===== src/rtl/pattern_chk_pkg.sv =====
// Shared types and helpers for the pattern response checker.
// Holds the FSM state encoding, the default MISR polynomial and the MISR step function.
package pattern_chk_pkg;

    typedef enum logic [1:0] {StIdle, StRun, StHold} state_e;

    localparam logic [15:0] DEFAULT_POLY = 16'h1021;

    // Widest signature misr_step can handle; callers zero-extend to this width.
    localparam int unsigned MAX_W = 32;

    // One Galois MISR step over the low 'width' bits: shift, fold feedback, xor data.
    function automatic logic [MAX_W-1:0] misr_step(
        input logic [MAX_W-1:0] sig,
        input logic [MAX_W-1:0] poly,
        input logic [MAX_W-1:0] data,
        input int unsigned      width
    );
        logic [MAX_W-1:0] mask;
        logic             msb;
        mask = (width >= MAX_W) ? '1 : ((MAX_W'(1) << width) - MAX_W'(1));
        msb  = sig[5'(width - 1)];
        return ((sig << 1) ^ (msb ? poly : '0) ^ data) & mask;
    endfunction

endpackage


===== src/rtl/pattern_misr_lfsr.sv =====
// Signature register of the response compactor.
// Loads a seed or advances one MISR step per accepted sample.
module pattern_misr_lfsr
    import pattern_chk_pkg::*;
#(
    parameter int unsigned      SIG_W = 16,
    parameter logic [SIG_W-1:0] POLY  = SIG_W'(DEFAULT_POLY)
) (
    input  logic             clk,
    input  logic             rst,
    input  logic             load,
    input  logic             step,
    input  logic [SIG_W-1:0] seed,
    input  logic [SIG_W-1:0] data,
    output logic [SIG_W-1:0] sig
);

    logic [SIG_W-1:0] sig_q;
    logic [SIG_W-1:0] sig_d;

    always_comb begin
        sig_d = sig_q;
        if (load) begin
            sig_d = seed;
        end else if (step) begin
            sig_d = SIG_W'(misr_step(MAX_W'(sig_q), MAX_W'(POLY), MAX_W'(data), SIG_W));
        end
    end

    always_ff @(posedge clk or posedge rst) begin
        if (rst) begin
            sig_q <= '0;
        end else begin
            sig_q <= sig_d;
        end
    end

    assign sig = sig_q;

endmodule


===== src/rtl/pattern_resp_misr.sv =====
// Response compactor: folds a window of pattern outputs into a MISR signature,
// counts output toggles, and hands the result over with valid/ready.
module pattern_resp_misr
    import pattern_chk_pkg::*;
#(
    parameter int unsigned      DATA_W = 11,
    parameter int unsigned      SIG_W  = 16,
    parameter logic [SIG_W-1:0] POLY   = SIG_W'(DEFAULT_POLY),
    parameter int unsigned      WIN_W  = 16
) (
    input  logic              blif_clk_net,
    input  logic              blif_reset_net,
    input  logic              clr,
    input  logic              start,
    input  logic [WIN_W-1:0]  win_len,
    input  logic [SIG_W-1:0]  seed,
    input  logic [DATA_W-1:0] resp_in,
    input  logic              resp_vld,
    output logic              busy,
    output logic [SIG_W-1:0]  sig_out,
    output logic [WIN_W-1:0]  toggle_cnt,
    output logic              sig_vld,
    input  logic              sig_rdy
);

    state_e            state_q, state_d;
    logic [WIN_W-1:0]  rem_q, rem_d;
    logic [WIN_W-1:0]  tog_q, tog_d;
    logic [DATA_W-1:0] prev_q, prev_d;
    logic              prev_ok_q, prev_ok_d;
    logic              sig_load;
    logic              sig_step;

    always_comb begin
        state_d   = state_q;
        rem_d     = rem_q;
        tog_d     = tog_q;
        prev_d    = prev_q;
        prev_ok_d = prev_ok_q;
        sig_load  = 1'b0;
        sig_step  = 1'b0;
        // clr overrides everything but keeps the last result visible
        if (clr) begin
            state_d = StIdle;
        end else begin
            case (state_q)
                StIdle: begin
                    if (start && (win_len != '0)) begin
                        state_d   = StRun;
                        rem_d     = win_len;
                        tog_d     = '0;
                        prev_ok_d = 1'b0;
                        sig_load  = 1'b1;
                    end
                end
                StRun: begin
                    if (resp_vld) begin
                        sig_step  = 1'b1;
                        rem_d     = rem_q - WIN_W'(1);
                        prev_d    = resp_in;
                        prev_ok_d = 1'b1;
                        if (prev_ok_q && (resp_in != prev_q) && (tog_q != '1)) begin
                            tog_d = tog_q + WIN_W'(1);
                        end
                        if (rem_q == WIN_W'(1)) begin
                            state_d = StHold;
                        end
                    end
                end
                StHold: begin
                    if (sig_rdy) begin
                        state_d = StIdle;
                    end
                end
                default: state_d = StIdle;
            endcase
        end
    end

    always_ff @(posedge blif_clk_net or posedge blif_reset_net) begin
        if (blif_reset_net) begin
            state_q   <= StIdle;
            rem_q     <= '0;
            tog_q     <= '0;
            prev_q    <= '0;
            prev_ok_q <= 1'b0;
        end else begin
            state_q   <= state_d;
            rem_q     <= rem_d;
            tog_q     <= tog_d;
            prev_q    <= prev_d;
            prev_ok_q <= prev_ok_d;
        end
    end

    pattern_misr_lfsr #(
        .SIG_W (SIG_W),
        .POLY  (POLY)
    ) u_lfsr (
        .clk  (blif_clk_net),
        .rst  (blif_reset_net),
        .load (sig_load),
        .step (sig_step),
        .seed (seed),
        .data (SIG_W'(resp_in)),
        .sig  (sig_out)
    );

    assign busy       = (state_q == StRun) || (state_q == StHold);
    assign sig_vld    = (state_q == StHold);
    assign toggle_cnt = tog_q;

endmodule

===== config.mk =====
export PLATFORM = sky130hd
export DESIGN_NAME = pattern_resp_misr
export DESIGN_NICKNAME = d
export VERILOG_FILES = /design/src/rtl/pattern_chk_pkg.sv /design/src/rtl/pattern_misr_lfsr.sv /design/src/rtl/pattern_resp_misr.sv
export SDC_FILE = /design/constraint.sdc
export NUM_CORES = 1
export LEC_CHECK = 0
export CAP_MARGIN = 20
export CORE_UTILIZATION = 50
export DETAILED_ROUTE_END_ITERATION = 6
export GPL_TIMING_DRIVEN = 0
export PLACE_DENSITY = 0.78
export SLEW_MARGIN = 20
export SYNTH_ARGS = -nofsm -noshare
export SYNTH_HDL_FRONTEND = slang
export SYNTH_SLANG_ARGS = --single-unit

===== constraint.sdc =====
create_clock -name blif_clk_net -period 2.9 [get_ports blif_clk_net]
set_input_delay 0.58 -clock blif_clk_net [delete_from_list [all_inputs] [get_ports blif_clk_net]]
set_output_delay 0.58 -clock blif_clk_net [all_outputs]
set_load 0.03 [all_outputs]

======== Word-level counts from Yosys, hierarchy flattened ========
Cells that the tools add are included.
cells by class
  add/sub/neg operators ................... 2
  eq/ne operators ......................... 12
  multiplexer cells ....................... 25
  bitwise operators ....................... 3
  reduce and logical (&&, ||, !) cells .... 12
operators by type and width
  cell                                                                      number
  16-bit 2-to-1 mux                                                         7
  16-bit case mux with 2 select lines                                       2
  16-bit by 1-bit adder with 16-bit output (second input constant)          1
  16-bit by 1-bit == test with 1-bit output (second input constant)         1
  16-bit inequality test (second input constant)                            1
  16-bit nonzero test                                                       1
  16-bit by 1-bit subtractor with 16-bit output (second input constant)     1
  16-bit by 11-bit bitwise XOR with 16-bit output                           1
  16-bit bitwise XOR                                                        1
  13-bit 2-to-1 mux                                                         1
  11-bit inequality test                                                    1
  2-bit 2-to-1 mux                                                          5
  3-bit inequality test (second input constant)                             3
  1-bit 2-to-1 mux                                                          8
  4-bit AND reduction                                                       2
  2-bit inequality test (second input constant)                             3
  2-bit case mux with 3 select lines                                        1
  5-bit AND reduction                                                       1
  2-bit nonzero test                                                        2
  1-bit logical AND                                                         3
  3-bit by 2-bit inequality test with 1-bit output (second input constant)  1
  3-bit AND reduction                                                       1
  2-bit by 1-bit == test with 1-bit output (second input constant)          1
  2-bit == test (second input constant)                                     1
  other kinds (4)                                                           4
storage, ports and cells
  bits in registers ....................... 62
  input port bits ......................... 49
  output and inout bits ................... 34
  logic and storage cells ................. 60

======== Longest topological paths before layout ========
  depth after elaboration ................. 6
  depth in mapped cells ................... 9
  depth with buffers taken out ............ 7

======== Modules after synthesis ========
From an unflattened synthesis, not the netlist that was laid out.
second synthesis, totals
  cells, all modules ...................... 388
  area total of the unflattened synthesis .. 3679.8 um2
modules (own cells, without submodules)
  module             instances  cells an instance  area an instance (um2)  seq. area each (um2)
  pattern_resp_misr  1          295                2758.9                  1151.1
  pattern_misr_lfsr  1          93                 920.9                   400.4

======== Worst setup path after synthesis ========
No wires, ideal clock.
  path kind ............................... register -> register
  start ................................... reg tog_q[0], in the netlist toggle_cnt[0]
  end ..................................... reg tog_q[12], in the netlist toggle_cnt[12]
  library setup time ...................... 79 ps
  arrival ................................. 1971 ps
  data required time ...................... 2821 ps
  slack ................................... 849 ps
  stages on the path, launching flop included .. 9
  period minus slack after synthesis ...... 2051 ps
  cell sequence ........................... dfrtp_1 -> ha_1 -> and2_1 -> clkbuf_1 -> nand3_1 -> o21ai_2 -> buf_4 -> nor4b_1 -> mux2i_1
between the ends
  word-level cells in the longest chain between the ends .. 4
  elaborated cells between the ends (all ways) .. 8
  those cells by class .................... add/sub (1); eq/ne (2); mux (3); reduce/logical (2)
ends and longest elaborated chain
  item                                                                                line                                              text
  start: declaration                                                                  pattern_resp_misr.sv:28                           logic [WIN_W-1:0] tog_q, tog_d;
  start signal: assignment                                                            pattern_resp_misr.sv:90                           tog_q <= tog_d;
  16-bit by 1-bit adder with 16-bit output or 16-bit inequality test (tied branches)  pattern_resp_misr.sv:63, pattern_resp_misr.sv:62
  16-bit 2-to-1 mux or 1-bit logical AND (tied branches)                              pattern_resp_misr.sv:62                           if (prev_ok_q && (resp_in != prev_q) && (tog_q != '1)) begin
  16-bit 2-to-1 mux or 2-bit inequality test (tied branches)                          n/a
  16-bit case mux with 2 select lines or 5-bit AND reduction (tied branches)          n/a
Parallel ways exist; a longest one is shown, timed or not. The select of a mux whose other input is x is not followed.
A chain may end at the register's enable or synchronous reset.

======== Final worst setup path ========
  start ................................... in win_len[4]
  end ..................................... reg tog_q[0], in the netlist toggle_cnt[0]
between the ends
  word-level cells in the longest chain between the ends .. 4
ends and longest elaborated chain
  item                             line                     text
  start: declaration               pattern_resp_misr.sv:15  input logic [WIN_W-1:0] win_len,
  16-bit nonzero test              pattern_resp_misr.sv:48  if (start && (win_len != '0)) begin
  1-bit logical AND                pattern_resp_misr.sv:48
  2-bit inequality test (no line)  n/a
  5-bit AND reduction (no line)    n/a
Every way passes these cells.

==> results.sh <==
export IMPL_grt_usage_pct=25.5
export IMPL_cpMostUsedCell="buf_2"
export IMPL_via_per_inst=5.79
export IMPL_fin_skew_ns=0.00913
export IMPL_synth_seq_cells=62
export IMPL_reg2regPathDepth=7
export IMPL_worstPathArrival_ns=2.88
export IMPL_hold_buffers=0
export IMPL_critical_path_slowest_cell="nor4_1"
export IMPL_min_path_type="register to register"
export IMPL_synth_fp_nets=466
export IMPL_nFillCells=606
export IMPL_clk_transition_reported_paths_ns=0.07
export IMPL_syn_area_mm2=0.00376
export IMPL_finalCritPeriodShare_pct=91.4
export IMPL_grt_max_degree=39
export IMPL_p_total_mw=4.24
export IMPL_leakage_nw=1.92
export IMPL_fp_dieW_um=88.7
export IMPL_cts_sinks=62
export IMPL_synth_top_family_by_area="simple AND/OR/NAND/NOR gates"
export IMPL_synthArstFlopShare_pct=100
export IMPL_clk_insertion_delay_late_ns=0.34
export IMPL_die_y_um=88.7
export IMPL_synth_mux_area_share_pct=8.38
export IMPL_rsz0062_at_grt="false"
export IMPL_postCtsSetupBuffers=0
export IMPL_cts_max_level=3
export IMPL_synth_area_per_cell_um2=9.18
export IMPL_nets=560
export IMPL_critPathCapture="toggle_cnt[0]$_DFFE_PP0P_"
export IMPL_status="finished clean"
export IMPL_cts_made_buffers=9
export IMPL_routed_wl_mm=9.41
export IMPL_critPathMaxFanout=10
export IMPL_worst_slew_pin_slew_ns=0.546
export IMPL_diodes=0
export IMPL_synthAdderAreaFrac_pct=2.33
export IMPL_yosysUniqueCellTypes=57
export IMPL_io_pins=83
export IMPL_startpoint="win_len[4]"
export IMPL_worst_setup_path_end_kind="register"
export IMPL_yosys_area_share_simple_pct=23.0
export IMPL_dr_total_vias=3520
export IMPL_gp_congestion=0.882
export IMPL_grt_pass1_vias=3337
export IMPL_root_buffer="clkbuf_8"
export IMPL_gr_total_overflow=0
export IMPL_die_area_mm2=0.00788
export IMPL_r2r_setup_slack_ns=0.57
export IMPL_clockBufferDepth=2
export IMPL_drc_errors=0
export IMPL_routedWlPerCell_um=15.5
export IMPL_cts_tree="done"
export IMPL_final_setup_viol_count=0
export IMPL_antenna_found_initial=0
export IMPL_portBuffers=82
export IMPL_first_pass_iters=5
export IMPL_final_max_slew_viol_count=0
export IMPL_maxCapViolCount=0
export IMPL_drt_initial_drc_count=201
export IMPL_finalHoldViolCount=0
export IMPL_synth_xor_area_share_pct=5.59
export IMPL_ys_seq_area_share_pct=41.2
export IMPL_worstReg2RegStart="state_q[1]$_DFFE_PP0P_"
export IMPL_ant_nets=0
export IMPL_syn_inst=410
export IMPL_grt_pass1_wl_mm=15.4
export IMPL_fmax_mhz=377
export IMPL_period_minus_slack_ns=2.65
export IMPL_fin_setup_tns_ns=0
export IMPL_hpwl_mm=6.82
export IMPL_path_cells="clkdlybuf4s50_1 -> nor4_1 -> a41oi_2 -> a21oi_4 -> buf_2 -> buf_2 -> nand2_1 -> o311ai_0"
export IMPL_num_rows=31
export IMPL_coreArea_mm2=0.00725
export IMPL_cp_start_kind="primary input"
export IMPL_ys_flop_type="dfrtp_1"
export IMPL_yosys_warnings=0
export IMPL_post_cts_resized=0
export IMPL_cp_required_ns=3.13
export IMPL_power_density_mw_per_mm2=859
export IMPL_synth_compound_area_share_pct=16.2
export IMPL_maxSlewHeadroom_pct=63.3
export IMPL_worstReg2RegEnd="toggle_cnt[3]$_DFFE_PP0P_"
export IMPL_synth_edf_count=0
export IMPL_slowest_delay_ns=0.49
export IMPL_path_class="primary input to register"
export IMPL_ir_worst_vdd_mv=0.514
export IMPL_start_util_pct=51.9
export IMPL_areaGrowthSynthToFinish_pct=31.3
export IMPL_drive_above_1_share_pct=9.82
==> metrics by stage <==
stage,worst slack (ns),util [%],hold slack (ns),cells,cell area (µm²)
2_1_floorplan,0.779,-,0.457,410,3760
3_3_place_gp,-0.391,64.9,0.478,591,4710
3_5_place_dp,-0.232,65.2,0.486,592,4730
4_1_cts,0.106,67.8,0.503,608,4920
5_1_grt,0.0464,68.1,0.540,608,4940
6_report,0.248,68.1,0.500,608,4940
==> cell usage in the layout, fill, tap and decap left out, types with 2 or more instances in the layout <==
cell type	synthesis	final
a21oi_1	24	24
a31oi_1	6	6
a41oi_1	3	2
and3_1	3	3
buf_1	3	3
buf_2	5	5
buf_4	2	2
clkbuf_1	11	12
clkbuf_8	0	9
clkdlybuf4s50_1	0	82
clkinv_2	0	2
clkinvlp_4	0	3
dfrtp_1	62	62
ha_1	7	7
inv_1	8	7
mux2_2	12	12
mux2i_1	18	18
nand2_1	47	47
nand2b_1	16	16
nand3_1	13	12
nand4_1	8	8
nor2_1	30	30
nor3_1	7	7
nor4_1	12	12
nor4b_1	3	3
o211ai_1	3	3
o21a_1	5	5
o21ai_0	26	26
o22a_1	7	7
o22ai_1	5	5
o311ai_0	2	2
o31ai_1	2	2
or3_1	5	5
or3_4	2	2
or4_1	4	4
or4_4	2	2
xnor2_1	23	23
==> per-layer routing <==
metal | global-route usage (%) | vias to the layer above | share of wire (%)
li1 | - | 1686 | -
met1 | 32.4 | 1690 | 42
met2 | 41.7 | 133 | 49
met3 | 7.84 | 11 | 7.3
met4 | 8.06 | 0 | 1.3
met5 | 0 | - | 0
==> kinds of logic (layout without fill, tap and decap cells) <==
kind of cell	count (synthesis)	in the layout
buf+inv	29	128
simple gates	163	163
fa+ha+maj	7	7
xor+xnor	24	24
flops	62	62
compound gates	95	95
mux	30	30
==> power by group <==
group | internal, mW | switching (mW) | leakage (nW)
registers | 1.19 | 0.344 | 0.773
logic | 0.876 | 1.07 | 1.05
clock network | 0.394 | 0.359 | 0.0883
==> critical path: cells and delay by family <==
| family | cells | cell delay [ns] |
|---|---|---|
| compound gates | 3 | 0.75 |
| buf+inv | 3 | 0.98 |
| simple gates | 2 | 0.56 |
==> sequential cells by signal (all words and copies together) (netlist names) <==
name	cells
toggle_cnt	16
u_lfsr.sig	16
state_q	2
rem_q	16
prev_ok_q	1
prev_q	11
==> area by class of cell <==
type | instances | area (µm²) | area share (%)
Clock buffer | 10 | 128 | 2.58
Timing Repair Buffer | 83 | 841 | 17.0
Tap cell | 99 | 124 | 2.51
Sequential cell | 62 | 1550 | 31.4
Clock inverter | 6 | 62.6 | 1.27
Buffer | 21 | 92.6 | 1.87
Inverter | 8 | 32.5 | 0.659
Multi-Input combinational cell | 319 | 2110 | 42.7
==> worst min-delay path by stage <==
stage,slack [ns],start,end,cells after the start
after global routing,0.54,prev_q[4]$_DFFE_PP0P_,prev_q[4]$_DFFE_PP0P_,1
after CTS,0.50,prev_ok_q$_DFFE_PP0P_,prev_ok_q$_DFFE_PP0P_,2
after global placement,0.48,prev_ok_q$_DFFE_PP0P_,prev_ok_q$_DFFE_PP0P_,2
after floorplan,0.46,prev_ok_q$_DFFE_PP0P_,prev_ok_q$_DFFE_PP0P_,2
final,0.50,prev_ok_q$_DFFE_PP0P_,prev_ok_q$_DFFE_PP0P_,2
after detailed placement,0.49,prev_ok_q$_DFFE_PP0P_,prev_ok_q$_DFFE_PP0P_,2
==> synthesized netlist by cell type (2+ instances only) <==
library cell | n | area (µm²)
buf_4 | 2 | 15.0
and3_1 | 3 | 18.8
a41oi_1 | 3 | 26.3
inv_1 | 8 | 30.0
clkbuf_1 | 11 | 41.3
nor4_1 | 12 | 75.1
xnor2_1 | 23 | 201
nand3_1 | 13 | 65.1
o31ai_1 | 2 | 15.0
nand2_1 | 47 | 176
o211ai_1 | 3 | 22.5
nor4b_1 | 3 | 26.3
or3_1 | 5 | 31.3
o21a_1 | 5 | 37.5
buf_1 | 3 | 11.3
ha_1 | 7 | 87.6
nand4_1 | 8 | 50.1
nor2_1 | 30 | 113
o311ai_0 | 2 | 17.5
nor3_1 | 7 | 35.0
a31oi_1 | 6 | 37.5
or3_4 | 2 | 22.5
mux2i_1 | 18 | 180
o21ai_0 | 26 | 130
buf_2 | 5 | 25.0
nand2b_1 | 16 | 100
mux2_2 | 12 | 135
a21oi_1 | 24 | 120
dfrtp_1 | 62 | 1550
or4_4 | 2 | 22.5
o22ai_1 | 5 | 31.3
o22a_1 | 7 | 61.3
or4_1 | 4 | 30.0
Power figures use the tool's default switching activity.
